--- src/rtl/cpt_bin_down.sv ---
// ---------------------------------------------------------------------------
// cpt_bin_down -- loadable binary down-counter with one-shot / auto-reload
//
// Purpose:
//   Counts a loaded start value down to zero, one step per enabled clock
//   edge. When the count reaches its terminal step (out == 1 while enabled),
//   it either stops at 0 (one-shot) or reloads the start value (auto-reload).
//   In both cases a single-cycle terminal-count pulse is raised.
//
// Ports:
//   clk       in   clock, all state changes on the rising edge
//   reset     in   asynchronous active-low reset
//   activate  in   count enable, one decrement per edge while high in RUN
//   load      in   synchronous load strobe, has priority over activate
//   load_val  in   [SIZE-1:0] start value captured on load
//   reload    in   1 = auto-reload, 0 = one-shot, sampled every edge
//   out       out  [SIZE-1:0] current count (registered)
//   busy      out  high while the state machine is in RUN (registered)
//   tc        out  terminal-count pulse, one cycle wide (registered)
// ---------------------------------------------------------------------------
module cpt_bin_down #(
  parameter int SIZE = 8
) (
  input  logic            clk,
  input  logic            reset,
  input  logic            activate,
  input  logic            load,
  input  logic [SIZE-1:0] load_val,
  input  logic            reload,
  output logic [SIZE-1:0] out,
  output logic            busy,
  output logic            tc
);

  typedef enum logic {
    IDLE = 1'b0,
    RUN  = 1'b1
  } state_t;

  localparam logic [SIZE-1:0] ONE = SIZE'(1);

  state_t          state_q, state_d;
  logic [SIZE-1:0] cnt_q,   cnt_d;
  logic [SIZE-1:0] rld_q,   rld_d;
  logic            tc_q,    tc_d;

  // State register: every flop, including the count, is cleared by reset so
  // an in-flight count is aborted immediately without a terminal pulse.
  always_ff @(posedge clk or negedge reset) begin
    if (!reset) begin
      state_q <= IDLE;
      cnt_q   <= '0;
      rld_q   <= '0;
      tc_q    <= 1'b0;
    end else begin
      state_q <= state_d;
      cnt_q   <= cnt_d;
      rld_q   <= rld_d;
      tc_q    <= tc_d;
    end
  end

  // Next-state logic. tc_d defaults low so the pulse lasts exactly one cycle
  // unless a new terminal event is produced on the following edge.
  always_comb begin
    state_d = state_q;
    cnt_d   = cnt_q;
    rld_d   = rld_q;
    tc_d    = 1'b0;

    if (load) begin
      // Load wins over activate and aborts any running count silently.
      cnt_d   = load_val;
      rld_d   = load_val;
      state_d = (load_val != '0) ? RUN : IDLE;
    end else if (state_q == RUN && activate) begin
      if (cnt_q > ONE) begin
        cnt_d = cnt_q - ONE;
      end else if (cnt_q == ONE) begin
        tc_d = 1'b1;
        if (reload) begin
          cnt_d = rld_q;
        end else begin
          cnt_d   = '0;
          state_d = IDLE;
        end
      end else begin
        // RUN with a zero count is unreachable; fall back to IDLE rather
        // than wrapping below zero.
        state_d = IDLE;
      end
    end
  end

  // Output logic: all outputs come straight from flops.
  always_comb begin
    out  = cnt_q;
    busy = (state_q == RUN);
    tc   = tc_q;
  end

endmodule

--- config.mk ---
export PLATFORM = sky130hd
export DESIGN_NAME = cpt_bin_down
export DESIGN_NICKNAME = d
export VERILOG_FILES = /design/src/rtl/cpt_bin_down.sv
export SDC_FILE = /design/constraint.sdc
export NUM_CORES = 1
export LEC_CHECK = 0
export BUFFER_PORTS_ARGS = -buffer_cell sky130_fd_sc_hd__buf_4
export CAP_MARGIN = 10
export CORE_MARGIN = 5
export CORE_UTILIZATION = 55
export CTS_CLUSTER_DIAMETER = 100
export DETAILED_ROUTE_END_ITERATION = 10
export GPL_TIMING_DRIVEN = 0
export PLACE_DENSITY = 0.9
export SYNTH_ARGS = -nofsm -noshare
export SYNTH_HDL_FRONTEND = slang
export SYNTH_SLANG_ARGS = --single-unit
export TNS_END_PERCENT = 10
--- constraint.sdc ---
create_clock -name clk -period 6.45 [get_ports clk]
set_input_delay 0.3225 -clock clk [delete_from_list [all_inputs] [get_ports clk]]
set_output_delay 0.3225 -clock clk [all_outputs]
set_load 0.01 [all_outputs]
==> impl_table.tex, run 1 <==
\begin{tabular}{lr}
\hline
Metric & Value \\
\hline
\multicolumn{2}{l}{\textbf{Layout}} \\
\quad Post-synthesis to final-layout area growth & 21.8\% \\
\quad Post-layout instance area & 0.00133 mm\^{}2 \\
\quad Final net count & 163 \\
\quad Fraction of final layout cells with drive strength greater than 1 & 25.9\% \\
\quad Final core area utilization & 69.0\% \\
\quad Count of fill cells added during filler insertion & 167 \\
\quad Number of antenna repair diodes & 0 \\
\multicolumn{2}{l}{\textbf{Timing}} \\
\quad Final worst path period share & 35.8\% \\
\quad Setup WS post-layout & 4.14 ns \\
\quad Total negative slack for setup checks & 0 ns \\
\quad Final setup violating endpoints & 0 \\
\quad Pin slew with the least headroom to its limit & 0.532 ns \\
\quad Max-slew violations & 0 \\
\quad Hold violation total from the final report & 0 \\
\quad Max transition margin & 64.2\% \\
\quad Maximum clock frequency & 433 MHz \\
\quad Unrepaired setup endpoints after global routing & false \\
\quad Final worst clock skew & 0.00294 ns \\
\quad Minimum clock period & 2.31 ns \\
\multicolumn{2}{l}{\textbf{Logic synthesis}} \\
\quad Fraction of registers with async set/reset & 100\% \\
\quad Number of enable flip-flop cells after synthesis & 0 \\
\quad Share of the synthesized area in the top cell type & 41.4\% \\
\quad Top FF cell, synth & sky130\_fd\_sc\_hd\_\_dfrtp\_1 \\
\quad Post-synth design cell area & 0.00109 mm\^{}2 \\
\quad Seq cells post-synth & 18 \\
\quad Biggest area contributors in the synthesized netlist & sky130\_fd\_sc\_hd\_\_dfrtp\_1 41\%, sky130\_fd\_sc\_hd\_\_o21ai\_0 4.6\%, sky130\_fd\_sc\_hd\_\_mux2\_2 4.1\%, sky130\_fd\_sc\_hd\_\_inv\_1 3.8\%, sky130\_fd\_sc\_hd\_\_a21oi\_1 3.7\% \\
\quad Number of different library cells in the post-synthesis netlist & 37 \\
\quad Most instantiated library cell after synthesis & sky130\_fd\_sc\_hd\_\_dfrtp\_1 \\
\quad Synth warn & 0 \\
\quad Cell count after synthesis & 121 \\
\quad Cell taking the most area after synthesis & sky130\_fd\_sc\_hd\_\_dfrtp\_1 \\
\quad Top cells by instance count after synthesis & 18 x sky130\_fd\_sc\_hd\_\_dfrtp\_1, 11 x sky130\_fd\_sc\_hd\_\_inv\_1, 10 x sky130\_fd\_sc\_hd\_\_nand2\_1, 10 x sky130\_fd\_sc\_hd\_\_o21ai\_0, 9 x sky130\_fd\_sc\_hd\_\_nor2\_1 \\
\quad Syn Area/Cell & 9.00 um\^{}2 \\
\quad Synthesized netlist net count & 136 \\
\quad Seq/Total Area, Yosys & 41.4\% \\
\multicolumn{2}{l}{\textbf{Worst hold path}} \\
\quad Worst Hold Path EP & rld\_q[4] \\
\quad Path type of the worst min-delay path & input port to register \\
\quad Worst min-delay path startpoint & load\_val[4] \\
\quad Cells on Worst Hold Path & 2 \\
\multicolumn{2}{l}{\textbf{Critical path}} \\
\quad Kind of launch point of the worst setup path & register \\
\quad Critical path data arrival time & 2.49 ns \\
\quad Critical Setup Path Class & register to register \\
\quad Worst-case register-to-register setup slack & 4.14 ns \\
\quad Number of buffer and inverter stages on the critical path & 1 \\
\quad Reg-to-Reg End & out[2] \\
\quad Cell family with the largest share of critical-path delay & simple AND/OR/NAND/NOR gates \\
\quad Beginning of the worst register-to-register path & out[0] \\
\quad Slowest-stage cell, CP & sky130\_fd\_sc\_hd\_\_or3b\_2 \\
\quad CP Data Required Time & 6.63 ns \\
\quad Category of the worst setup path capture point & register \\
\quad Largest fanout on the critical path & 7 \\
\quad Path depth of the worst reg2reg path & 7 \\
\quad Cells traversed along the worst timing path & inv\_1 > ha\_1 > or3b\_2 > o311a\_1 > or2\_4 > nor2\_1 > a31oi\_1 \\
\quad Crit-path max cell delay & 0.54 ns \\
\multicolumn{2}{l}{\textbf{Pwr}} \\
\quad Relative contribution of sequential cells to total power & 46.3\% \\
\quad Internal power & 0.000201 W \\
\quad Part of the power in combinational logic & 29.8\% \\
\quad Maximum ir drop on the vdd rail & 147 uV \\
\quad Switching power of the nets & 0.000103 W \\
\quad Power consumption & 0.000304 W \\
\quad Clock group share of total power & 23.9\% \\
\quad Cell leakage power & 0.581 nW \\
\quad P per Cell Area & 229 mW/mm\^{}2 \\
\quad Switching share of total power & 33.9\% \\
\multicolumn{2}{l}{\textbf{Floorplanning}} \\
\quad Number of placed I/O pins & 23 \\
\quad Core Rows & 16 \\
\quad Die area & 0.00297 mm\^{}2 \\
\quad Width of the chip & 54.5 um \\
\quad Area of the core & 0.00192 mm\^{}2 \\
\quad Vertical extent of the die & 54.5 um \\
\quad Starting density of the core & 56.6\% \\
\multicolumn{2}{l}{\textbf{Run}} \\
\quad Number of max-cap violations & 0 \\
\multicolumn{2}{l}{\textbf{CTS}} \\
\quad Post-cts resize count & 0 \\
\quad Sink count of the clock tree & 18 \\
\quad Number of H-tree branching levels & 1 \\
\quad Clock slew seen by the registers of the worst setup and hold paths & 0.11 ns \\
\quad Hold buffer count at cts & 1 \\
\quad Deepest clock path buffer count & 2 \\
\quad Root buffer cell & sky130\_fd\_sc\_hd\_\_clkbuf\_4 \\
\quad Clock tree from TritonCTS & done \\
\quad Total clock buffers created by CTS & 3 \\
\quad Insertion delay to the later sink of the worst-skew pair & 0.30 ns \\
\quad Post-CTS Setup Bufs & 0 \\
\multicolumn{2}{l}{\textbf{Global route}} \\
\quad Overflow left after global routing & 0 \\
\quad Via count of the first global-routing pass & 1099 \\
\quad Largest net degree at the start of global routing & 19 \\
\quad Total routing resource utilization after global routing & 23.2\% \\
\quad Global-route wire length before repair & 4970 um \\
\quad Number of antenna violations at the first check in global routing & 0 \\
\multicolumn{2}{l}{\textbf{Routing}} \\
\quad First-pass iteration count of the detailed router & 7 \\
\quad Drt via density & 6.40 \\
\quad Average detailed-routed wire length per instance & 17.0 um \\
\quad Residual antenna-violating net count after detailed routing & 0 \\
\quad 1st-iter DRT viols & 59 \\
\quad Drt drc & 0 \\
\quad Wirelength, routed & 2960 um \\
\quad DR vias & 1113 \\
\multicolumn{2}{l}{\textbf{Place}} \\
\quad Total of buffers placed on input and output ports & 21 \\
\quad Worst slack at placement & 4.22 ns \\
\quad Placed wire-length estimate after detailed placement & 2140 um \\
\quad Routability Congestion & 0.963 \\
\quad Cell area after placement & 0.00128 mm\^{}2 \\
\multicolumn{2}{l}{\textbf{Outcome}} \\
\quad Outcome & finished, final reports clean \\
\hline
\end{tabular}
[cell families (layout without fill, tap and decap cells)]
kind of cell               after synthesis  count (layout)  share of synthesized area (%)
AOI/OAI and AO/OA                       33              33                           20.1
xor gates and xnor gates                 1               1                          0.805
adders and majority gates                2               2                           2.30
buffers and inverters                   17              43                           6.67
DFF                                     18              18                           41.4
muxes                                    4               4                           4.14
and+or+nand+nor                         46              46                           24.6
[how the worst max path moves through the flow]
stage | start | end | cells after the start
2_1_floorplan | out[0] | out[6] | 7
3_3_place_gp | out[0] | out[7] | 7
3_5_place_dp | out[0] | out[6] | 7
4_1_cts | out[0] | out[6] | 7
5_1_grt | out[0] | out[6] | 7
6_report | out[0] | out[2] | 7
[layout make-up]
cell class / instances / area, um^2 / area share [%]
sequential: 18 / 450 / 34.0
timing repair buffer: 22 / 168 / 12.6
buffer: 6 / 31.3 / 2.36
clock buffer: 4 / 36.3 / 2.74
tap: 27 / 33.8 / 2.55
inverter: 11 / 41.3 / 3.11
multi-input combinational: 86 / 566 / 42.6
[stage by stage]
stage	hold slack, ns	std cells
4_1_cts	0.245	174
3_5_place_dp	0.205	169
2_1_floorplan	0.0269	121
3_3_place_gp	0.198	169
6_report	0.241	174
5_1_grt	0.241	174
[power by group through the flow]
stage / logic (W) / clock network (W) / registers [W]
4_1_cts: 0.0000899 / 0.0000725 / 0.000140
5_1_grt: 0.0000989 / 0.0000776 / 0.000142
2_1_floorplan: 0.0000516 / 0 / 0.000142
3_5_place_dp: 0.0000886 / 0 / 0.000142
3_3_place_gp: 0.0000848 / 0 / 0.000141
6_report: 0.0000904 / 0.0000727 / 0.000141
[flip-flops by register name, indices dropped and copies added (netlist names)]
register / count
tc: 1
busy: 1
rld_q: 8
out: 8
[cells in the final DEF, fill, tap and decap left out, types with 3 or more instances in the layout]
cell type	count
sky130_fd_sc_hd__a21oi_1	8
sky130_fd_sc_hd__buf_4	21
sky130_fd_sc_hd__clkbuf_1	4
sky130_fd_sc_hd__clkbuf_4	3
sky130_fd_sc_hd__dfrtp_1	18
sky130_fd_sc_hd__inv_1	11
sky130_fd_sc_hd__mux2_2	4
sky130_fd_sc_hd__nand2_1	10
sky130_fd_sc_hd__nand3_1	4
sky130_fd_sc_hd__nor2_1	9
sky130_fd_sc_hd__nor3_1	7
sky130_fd_sc_hd__o21ai_0	10
sky130_fd_sc_hd__o32ai_1	3
sky130_fd_sc_hd__or4_1	4
[metal layers]
metal,vias up,part of all wire [%],GRT usage [%]
met3,24,8.8,3.81
li1,498,-,-
met1,514,39,30.8
met2,77,48,36.1
met4,0,4.5,12.4
met5,-,0,0
(Power assumes the default switching activity.)
==> run 2, diff against run 1 <==
Settings changed: CORE_UTILIZATION 55 to 53, PLACE_DENSITY 0.9 to 0.88.
Clock period 6.45 ns to 2.2 ns, I/O delays scaled along.
==> run 2 against run 1 <==
  * Routed wire length is 2.3% lower
  * Global-route usage decreased by 4.0 points
  * Highest routed layer unchanged
  * Worst setup slack worse by 4.0 ns
  * Critical endpoint is now out[1]
==> impl_table.tex, run 2 (synthesis gave the netlist of run 1 again) <==
\begin{tabular}{lr}
\hline
Metric & Value \\
\hline
\multicolumn{2}{l}{\textbf{Place}} \\
\quad Worst slack at placement & -0.0716 ns \\
\quad Placed wire-length estimate after detailed placement & 2120 um \\
\quad Total of buffers placed on input and output ports & 21 \\
\quad Routability Congestion & 0.913 \\
\multicolumn{2}{l}{\textbf{Layout}} \\
\quad Final net count & 165 \\
\quad Post-synthesis to final-layout area growth & 23.9\% \\
\quad Number of antenna repair diodes & 0 \\
\quad Most common cell after layout, fill and taps aside & sky130\_fd\_sc\_hd\_\_buf\_4 \\
\quad Fraction of final layout cells with drive strength greater than 1 & 29.1\% \\
\quad Count of fill cells added during filler insertion & 163 \\
\quad Commonest non-fill, non-tap cells in the layout & 23 x sky130\_fd\_sc\_hd\_\_buf\_4, 17 x sky130\_fd\_sc\_hd\_\_dfrtp\_1, 10 x sky130\_fd\_sc\_hd\_\_inv\_1, 10 x sky130\_fd\_sc\_hd\_\_nand2\_1, 10 x sky130\_fd\_sc\_hd\_\_o21ai\_0 \\
\multicolumn{2}{l}{\textbf{Routing}} \\
\quad Drt via density & 6.23 \\
\quad Drt drc & 0 \\
\quad 1st-iter DRT viols & 93 \\
\quad Residual antenna-violating net count after detailed routing & 0 \\
\quad First-pass iteration count of the detailed router & 5 \\
\quad Wirelength, routed & 2890 um \\
\quad Average detailed-routed wire length per instance & 16.5 um \\
\quad DR vias & 1091 \\
\multicolumn{2}{l}{\textbf{Timing}} \\
\quad Max transition margin & 64.3\% \\
\quad Setup WS post-layout & 0.103 ns \\
\quad Final setup violating endpoints & 0 \\
\quad Final worst path period share & 95.3\% \\
\quad Max-slew violations & 0 \\
\quad Final worst clock skew & 0.00321 ns \\
\quad Final-layout worst hold slack & 0.0426 ns \\
\quad Total negative slack for setup checks & 0 ns \\
\quad Maximum clock frequency & 477 MHz \\
\quad Unrepaired setup endpoints after global routing & false \\
\quad Hold violation total from the final report & 0 \\
\quad Pin slew with the least headroom to its limit & 0.530 ns \\
\quad Minimum clock period & 2.10 ns \\
\multicolumn{2}{l}{\textbf{Pwr}} \\
\quad Internal power & 0.000566 W \\
\quad Relative contribution of sequential cells to total power & 47.8\% \\
\quad P per Cell Area & 638 mW/mm\^{}2 \\
\quad Clock group share of total power & 19.4\% \\
\quad Switching power of the nets & 0.000296 W \\
\quad Maximum ir drop on the vdd rail & 497 uV \\
\quad Cell leakage power & 0.584 nW \\
\quad Switching share of total power & 34.3\% \\
\quad Part of the power in combinational logic & 32.8\% \\
\multicolumn{2}{l}{\textbf{Floorplanning}} \\
\quad Vertical extent of the die & 55.3 um \\
\quad Area of the core & 0.00196 mm\^{}2 \\
\quad Core Rows & 16 \\
\quad Number of placed I/O pins & 23 \\
\quad Starting density of the core & 55.5\% \\
\quad Die area & 0.00306 mm\^{}2 \\
\quad Width of the chip & 55.3 um \\
\multicolumn{2}{l}{\textbf{Global route}} \\
\quad Global-route wire length before repair & 4910 um \\
\quad Largest net degree at the start of global routing & 19 \\
\quad Via count of the first global-routing pass & 1088 \\
\quad Number of antenna violations at the first check in global routing & 0 \\
\quad Overflow left after global routing & 0 \\
\quad Total routing resource utilization after global routing & 19.2\% \\
\multicolumn{2}{l}{\textbf{CTS}} \\
\quad Number of H-tree branching levels & 1 \\
\quad Clock tree from TritonCTS & done \\
\quad Root buffer cell & sky130\_fd\_sc\_hd\_\_clkbuf\_4 \\
\quad Total clock buffers created by CTS & 3 \\
\quad Deepest clock path buffer count & 2 \\
\quad Clock slew seen by the registers of the worst setup and hold paths & 0.10 ns \\
\quad Insertion delay to the later sink of the worst-skew pair & 0.29 ns \\
\quad Sink count of the clock tree & 18 \\
\multicolumn{2}{l}{\textbf{Critical path}} \\
\quad Cells traversed along the worst timing path & or4\_4 > nor4\_4 > buf\_6 > o22ai\_2 > a311oi\_1 > a21oi\_1 \\
\quad Number of buffer and inverter stages on the critical path & 1 \\
\quad CP Data Required Time & 2.37 ns \\
\quad Crit-path max cell delay & 0.60 ns \\
\quad Kind of launch point of the worst setup path & register \\
\quad Cell family with the largest share of critical-path delay & simple AND/OR/NAND/NOR gates \\
\quad Category of the worst setup path capture point & register \\
\quad Critical path data arrival time & 2.26 ns \\
\quad Slowest-stage cell, CP & sky130\_fd\_sc\_hd\_\_or4\_4 \\
\quad Largest fanout on the critical path & 10 \\
\quad Critical Setup Path Class & register to register \\
\multicolumn{2}{l}{\textbf{Run}} \\
\quad Number of max-cap violations & 0 \\
\multicolumn{2}{l}{\textbf{Outcome}} \\
\quad Outcome & finished, final reports clean \\
\multicolumn{2}{l}{\textbf{Worst hold path}} \\
\quad Path type of the worst min-delay path & input port to register \\
\hline
\end{tabular}
-- run 2: path summary, 6_finish.rpt --
check / startpoint / endpoint / slack, ns / depth (start not counted)
min: load_val[4] / rld_q[4] / 0.04 / 2
max reg2reg: out[4] / out[1] / 0.10 / 6
min in group asynchronous: reset / rld_q[6] / 0.20 / 2
min reg2reg: rld_q[7] / rld_q[7] / 0.50 / 1
max in group asynchronous: reset / out[0] / 1.78 / 2
max: out[4] / out[1] / 0.10 / 6
-- run 2: layout make-up --
| cell class | instances | area (um^2) | share of cell area [%] |
|---|---|---|---|
| multi-input combinational | 86 | 586 | 43.4 |
| buffer | 6 | 31.3 | 2.32 |
| tap | 27 | 33.8 | 2.50 |
| clock buffer | 3 | 22.5 | 1.67 |
| timing repair buffer | 24 | 183 | 13.5 |
| inverter | 11 | 41.3 | 3.06 |
| sequential | 18 | 452 | 33.5 |
-- run 2: per-layer routing --
| layer | vias up | GRT usage (%) | wire length (um) |
|---|---|---|---|
| li1 | 505 | - | - |
| met1 | 508 | 24.5 | 1120 |
| met2 | 71 | 33.6 | 1470 |
| met3 | 7 | 2.80 | 266 |
| met4 | 0 | 5.21 | 36 |
| met5 | - | 0 | 0 |
-- run 2: metrics by stage --
| stage | power [W] | cell area (um^2) | util, % | instances |
|---|---|---|---|---|
| 2_1_floorplan | 0.000569 | 1090 | - | 121 |
| 3_3_place_gp | 0.000663 | 1280 | 65.2 | 169 |
| 3_5_place_dp | 0.000674 | 1280 | 65.2 | 169 |
| 4_1_cts | 0.000844 | 1320 | 67.3 | 173 |
| 5_1_grt | 0.000910 | 1350 | 68.8 | 175 |
| 6_report | 0.000861 | 1350 | 68.8 | 175 |
-- run 2: repair_timing --
action                                  CTS  global route
buffers inserted                          0             2
hold endpoints to repair                 18             0
hold buffers                              1             0
resized for setup                         3             3
cloned                                    0             0
endpoints found under the setup margin    4             7
-- run 2: power by group through the flow --
stage | Sequential (W) | Combinational [W] | Clock [W]
after global placement | 0.000414 | 0.000249 | 0
after floorplan | 0.000418 | 0.000151 | 0
after CTS | 0.000411 | 0.000262 | 0.000171
after detailed placement | 0.000416 | 0.000258 | 0
final | 0.000412 | 0.000282 | 0.000167
after global routing | 0.000419 | 0.000307 | 0.000184
==> run 3, diff against run 2 <==
Settings changed: CORE_UTILIZATION 53 to 48, PLACE_DENSITY 0.88 to 0.84.
Clock period 2.2 ns to 1.8 ns, I/O delays scaled along.
==> run 3 against run 2 <==
  * Worst setup slack got worse by 0.28 ns
  * First-iteration DRC count fell by 60%
  * Utilization fell by 2.7 points
  * Clock skew rose by 0.0049 ns
  * Final cell count rose by 4.6%
  * Largest cell class unchanged
  * The flow now finishes with violations (negative setup slack)
  * Fmax rose by 6.2%
  * Highest routed layer unchanged
  * Count of clock-buffer cells in the layout rose by 1
  * Power rose by 32%
  * Global-route usage rose by 1.3 points
==> impl_table.tex, run 3 (synthesis gave the netlist of run 1 again) <==
\begin{tabular}{lr}
\hline
Metric & Value \\
\hline
\multicolumn{2}{l}{\textbf{Routing}} \\
\quad Average detailed-routed wire length per instance & 17.6 um \\
\quad DR vias & 1145 \\
\quad Residual antenna-violating net count after detailed routing & 0 \\
\quad Drt drc & 0 \\
\quad Drt via density & 6.26 \\
\quad 1st-iter DRT viols & 37 \\
\quad First-pass iteration count of the detailed router & 4 \\
\quad Wirelength, routed & 3230 um \\
\multicolumn{2}{l}{\textbf{Layout}} \\
\quad Number of antenna repair diodes & 0 \\
\quad Final net count & 171 \\
\quad Post-synthesis to final-layout area growth & 33.0\% \\
\quad Commonest non-fill, non-tap cells in the layout & 30 x sky130\_fd\_sc\_hd\_\_buf\_4, 12 x sky130\_fd\_sc\_hd\_\_dfrtp\_1, 10 x sky130\_fd\_sc\_hd\_\_nand2\_1, 9 x sky130\_fd\_sc\_hd\_\_inv\_1, 9 x sky130\_fd\_sc\_hd\_\_o21ai\_0 \\
\quad Most common cell after layout, fill and taps aside & sky130\_fd\_sc\_hd\_\_buf\_4 \\
\quad Fin cells & 183 \\
\quad Fraction of final layout cells with drive strength greater than 1 & 40.0\% \\
\multicolumn{2}{l}{\textbf{Timing}} \\
\quad Unrepaired setup endpoints after global routing & true \\
\quad Final setup violating endpoints & 8 \\
\quad Maximum clock frequency & 506 MHz \\
\quad Minimum clock period & 1.97 ns \\
\quad Hold violation total from the final report & 0 \\
\quad Pin slew with the least headroom to its limit & 0.544 ns \\
\quad Final worst clock skew & 0.00814 ns \\
\quad Max transition margin & 63.8\% \\
\quad Final worst path period share & 110\% \\
\quad Setup WS post-layout & -0.174 ns \\
\quad Max-slew violations & 0 \\
\multicolumn{2}{l}{\textbf{Global route}} \\
\quad Overflow left after global routing & 0 \\
\quad Total routing resource utilization after global routing & 20.5\% \\
\quad Number of antenna violations at the first check in global routing & 0 \\
\quad Largest net degree at the start of global routing & 19 \\
\quad Global-route wire length before repair & 5340 um \\
\quad Via count of the first global-routing pass & 1144 \\
\multicolumn{2}{l}{\textbf{Critical path}} \\
\quad Slowest-stage cell, CP & sky130\_fd\_sc\_hd\_\_or4\_4 \\
\quad Beginning of the worst register-to-register path & out[5] \\
\quad Reg-to-Reg End & out[2] \\
\quad Largest fanout on the critical path & 5 \\
\quad Critical Setup Path Class & register to register \\
\quad Cells traversed along the worst timing path & or4\_4 > o311a\_4 > or2\_4 > nor2\_2 > a31oi\_1 \\
\quad Critical path data arrival time & 2.17 ns \\
\quad Category of the worst setup path capture point & register \\
\quad CP Data Required Time & 2.00 ns \\
\quad Worst-case register-to-register setup slack & -0.17 ns \\
\quad Crit-path max cell delay & 0.60 ns \\
\quad Kind of launch point of the worst setup path & register \\
\quad Path depth of the worst reg2reg path & 5 \\
\multicolumn{2}{l}{\textbf{Floorplanning}} \\
\quad Starting density of the core & 49.7\% \\
\quad Width of the chip & 57.6 um \\
\quad Die area & 0.00332 mm\^{}2 \\
\quad Vertical extent of the die & 57.6 um \\
\quad Core Rows & 17 \\
\quad Number of placed I/O pins & 23 \\
\quad Area of the core & 0.00219 mm\^{}2 \\
\multicolumn{2}{l}{\textbf{Worst hold path}} \\
\quad Worst min-delay path startpoint & load\_val[4] \\
\quad Cells on Worst Hold Path & 2 \\
\quad Worst Hold Path EP & rld\_q[4] \\
\quad Path type of the worst min-delay path & input port to register \\
\multicolumn{2}{l}{\textbf{CTS}} \\
\quad Deepest clock path buffer count & 2 \\
\quad Number of H-tree branching levels & 1 \\
\quad Clock tree from TritonCTS & done \\
\quad Root buffer cell & sky130\_fd\_sc\_hd\_\_clkbuf\_4 \\
\quad Clock slew seen by the registers of the worst setup and hold paths & 0.11 ns \\
\quad Total clock buffers created by CTS & 3 \\
\quad Sink count of the clock tree & 18 \\
\quad Insertion delay to the later sink of the worst-skew pair & 0.31 ns \\
\multicolumn{2}{l}{\textbf{Outcome}} \\
\quad Outcome & complete, but fails checks \\
\quad Violations in the final reports & negative setup slack \\
\multicolumn{2}{l}{\textbf{Place}} \\
\quad Number of placed instances with taps included & 170 \\
\quad Worst slack at placement & -0.193 ns \\
\quad Routability Congestion & 0.916 \\
\quad Placed wire-length estimate after detailed placement & 2160 um \\
\quad Total of buffers placed on input and output ports & 21 \\
\multicolumn{2}{l}{\textbf{Pwr}} \\
\quad Maximum ir drop on the vdd rail & 488 uV \\
\quad Cell leakage power & 0.616 nW \\
\quad P per Cell Area & 784 mW/mm\^{}2 \\
\multicolumn{2}{l}{\textbf{Run}} \\
\quad Number of max-cap violations & 0 \\
\hline
\end{tabular}
-- run 3: worst max-delay path by stage --
stage / start / to / slack, ns / cells after the start
6_report: out[5] / out[2] / -0.17 / 5
3_3_place_gp: out[0] / out[7] / -0.18 / 7
4_1_cts: out[5] / out[7] / -0.14 / 5
3_5_place_dp: out[4] / out[4] / -0.19 / 4
5_1_grt: out[0] / out[6] / -0.25 / 7
2_1_floorplan: out[4] / out[7] / -0.10 / 5
-- run 3: timing repair --
action / CTS / global route
cloned: 0 / 0
setup buffers: 6 / 3
pin swaps: 2 / 0
hold buffers: 1 / 0
setup endpoints to repair: 8 / 9
endpoints found under the hold margin: 18 / 0
resized for setup: 5 / 6
-- run 3: final cells by class --
cell class / count / area (um^2)
Multi-Input combinational cell: 86 / 626
Sequential cell: 18 / 458
Fill cell: 178 / 743
Buffer: 5 / 26.3
Clock buffer: 4 / 26.3
Inverter: 11 / 41.3
Timing Repair Buffer: 31 / 235
Tap cell: 28 / 35.0
-- run 3: per-stage QoR --
stage / area (um^2) / TNS (ns) / utilization [%] / power (W) / hold WS (ns)
finish: 1450 / -1.23 / 66.1 / 0.00114 / 0.00318
global route: 1450 / -1.77 / 66.1 / 0.00119 / 0.0166
CTS: 1400 / -0.988 / 64.0 / 0.00109 / 0.00754
detailed placement: 1310 / -1.41 / 59.6 / 0.000845 / -0.0250
global placement: 1310 / -1.29 / 59.6 / 0.000832 / -0.0267
floorplan: 1110 / -0.466 / - / 0.000711 / -0.206
-- run 3: report_power, final --
part           leakage, nW  switching (W)  internal [W]
clock               0.0150       0.000139     0.0000868
combinational        0.390       0.000211      0.000195
sequential           0.210      0.0000501      0.000453
total                0.616       0.000400      0.000735
-- run 3: metal layers --
| metal | wire length [um] | up-vias | GRT usage [%] | share of wire (%) |
|---|---|---|---|---|
| met5 | 0 | - | 0 | 0 |
| met4 | 106 | 0 | 11.3 | 3.3 |
| met3 | 275 | 14 | 2.90 | 8.5 |
| met2 | 1590 | 64 | 33.7 | 49 |
| met1 | 1250 | 555 | 25.8 | 39 |
| li1 | - | 512 | - | - |
-- run 3: critical path: cells and delay by family (launching register included) --
family	cells	cell delay, ns
AO/OA/AOI/OAI	2	0.45
AND/OR/NAND/NOR	3	0.97
flip-flops	1	0.45
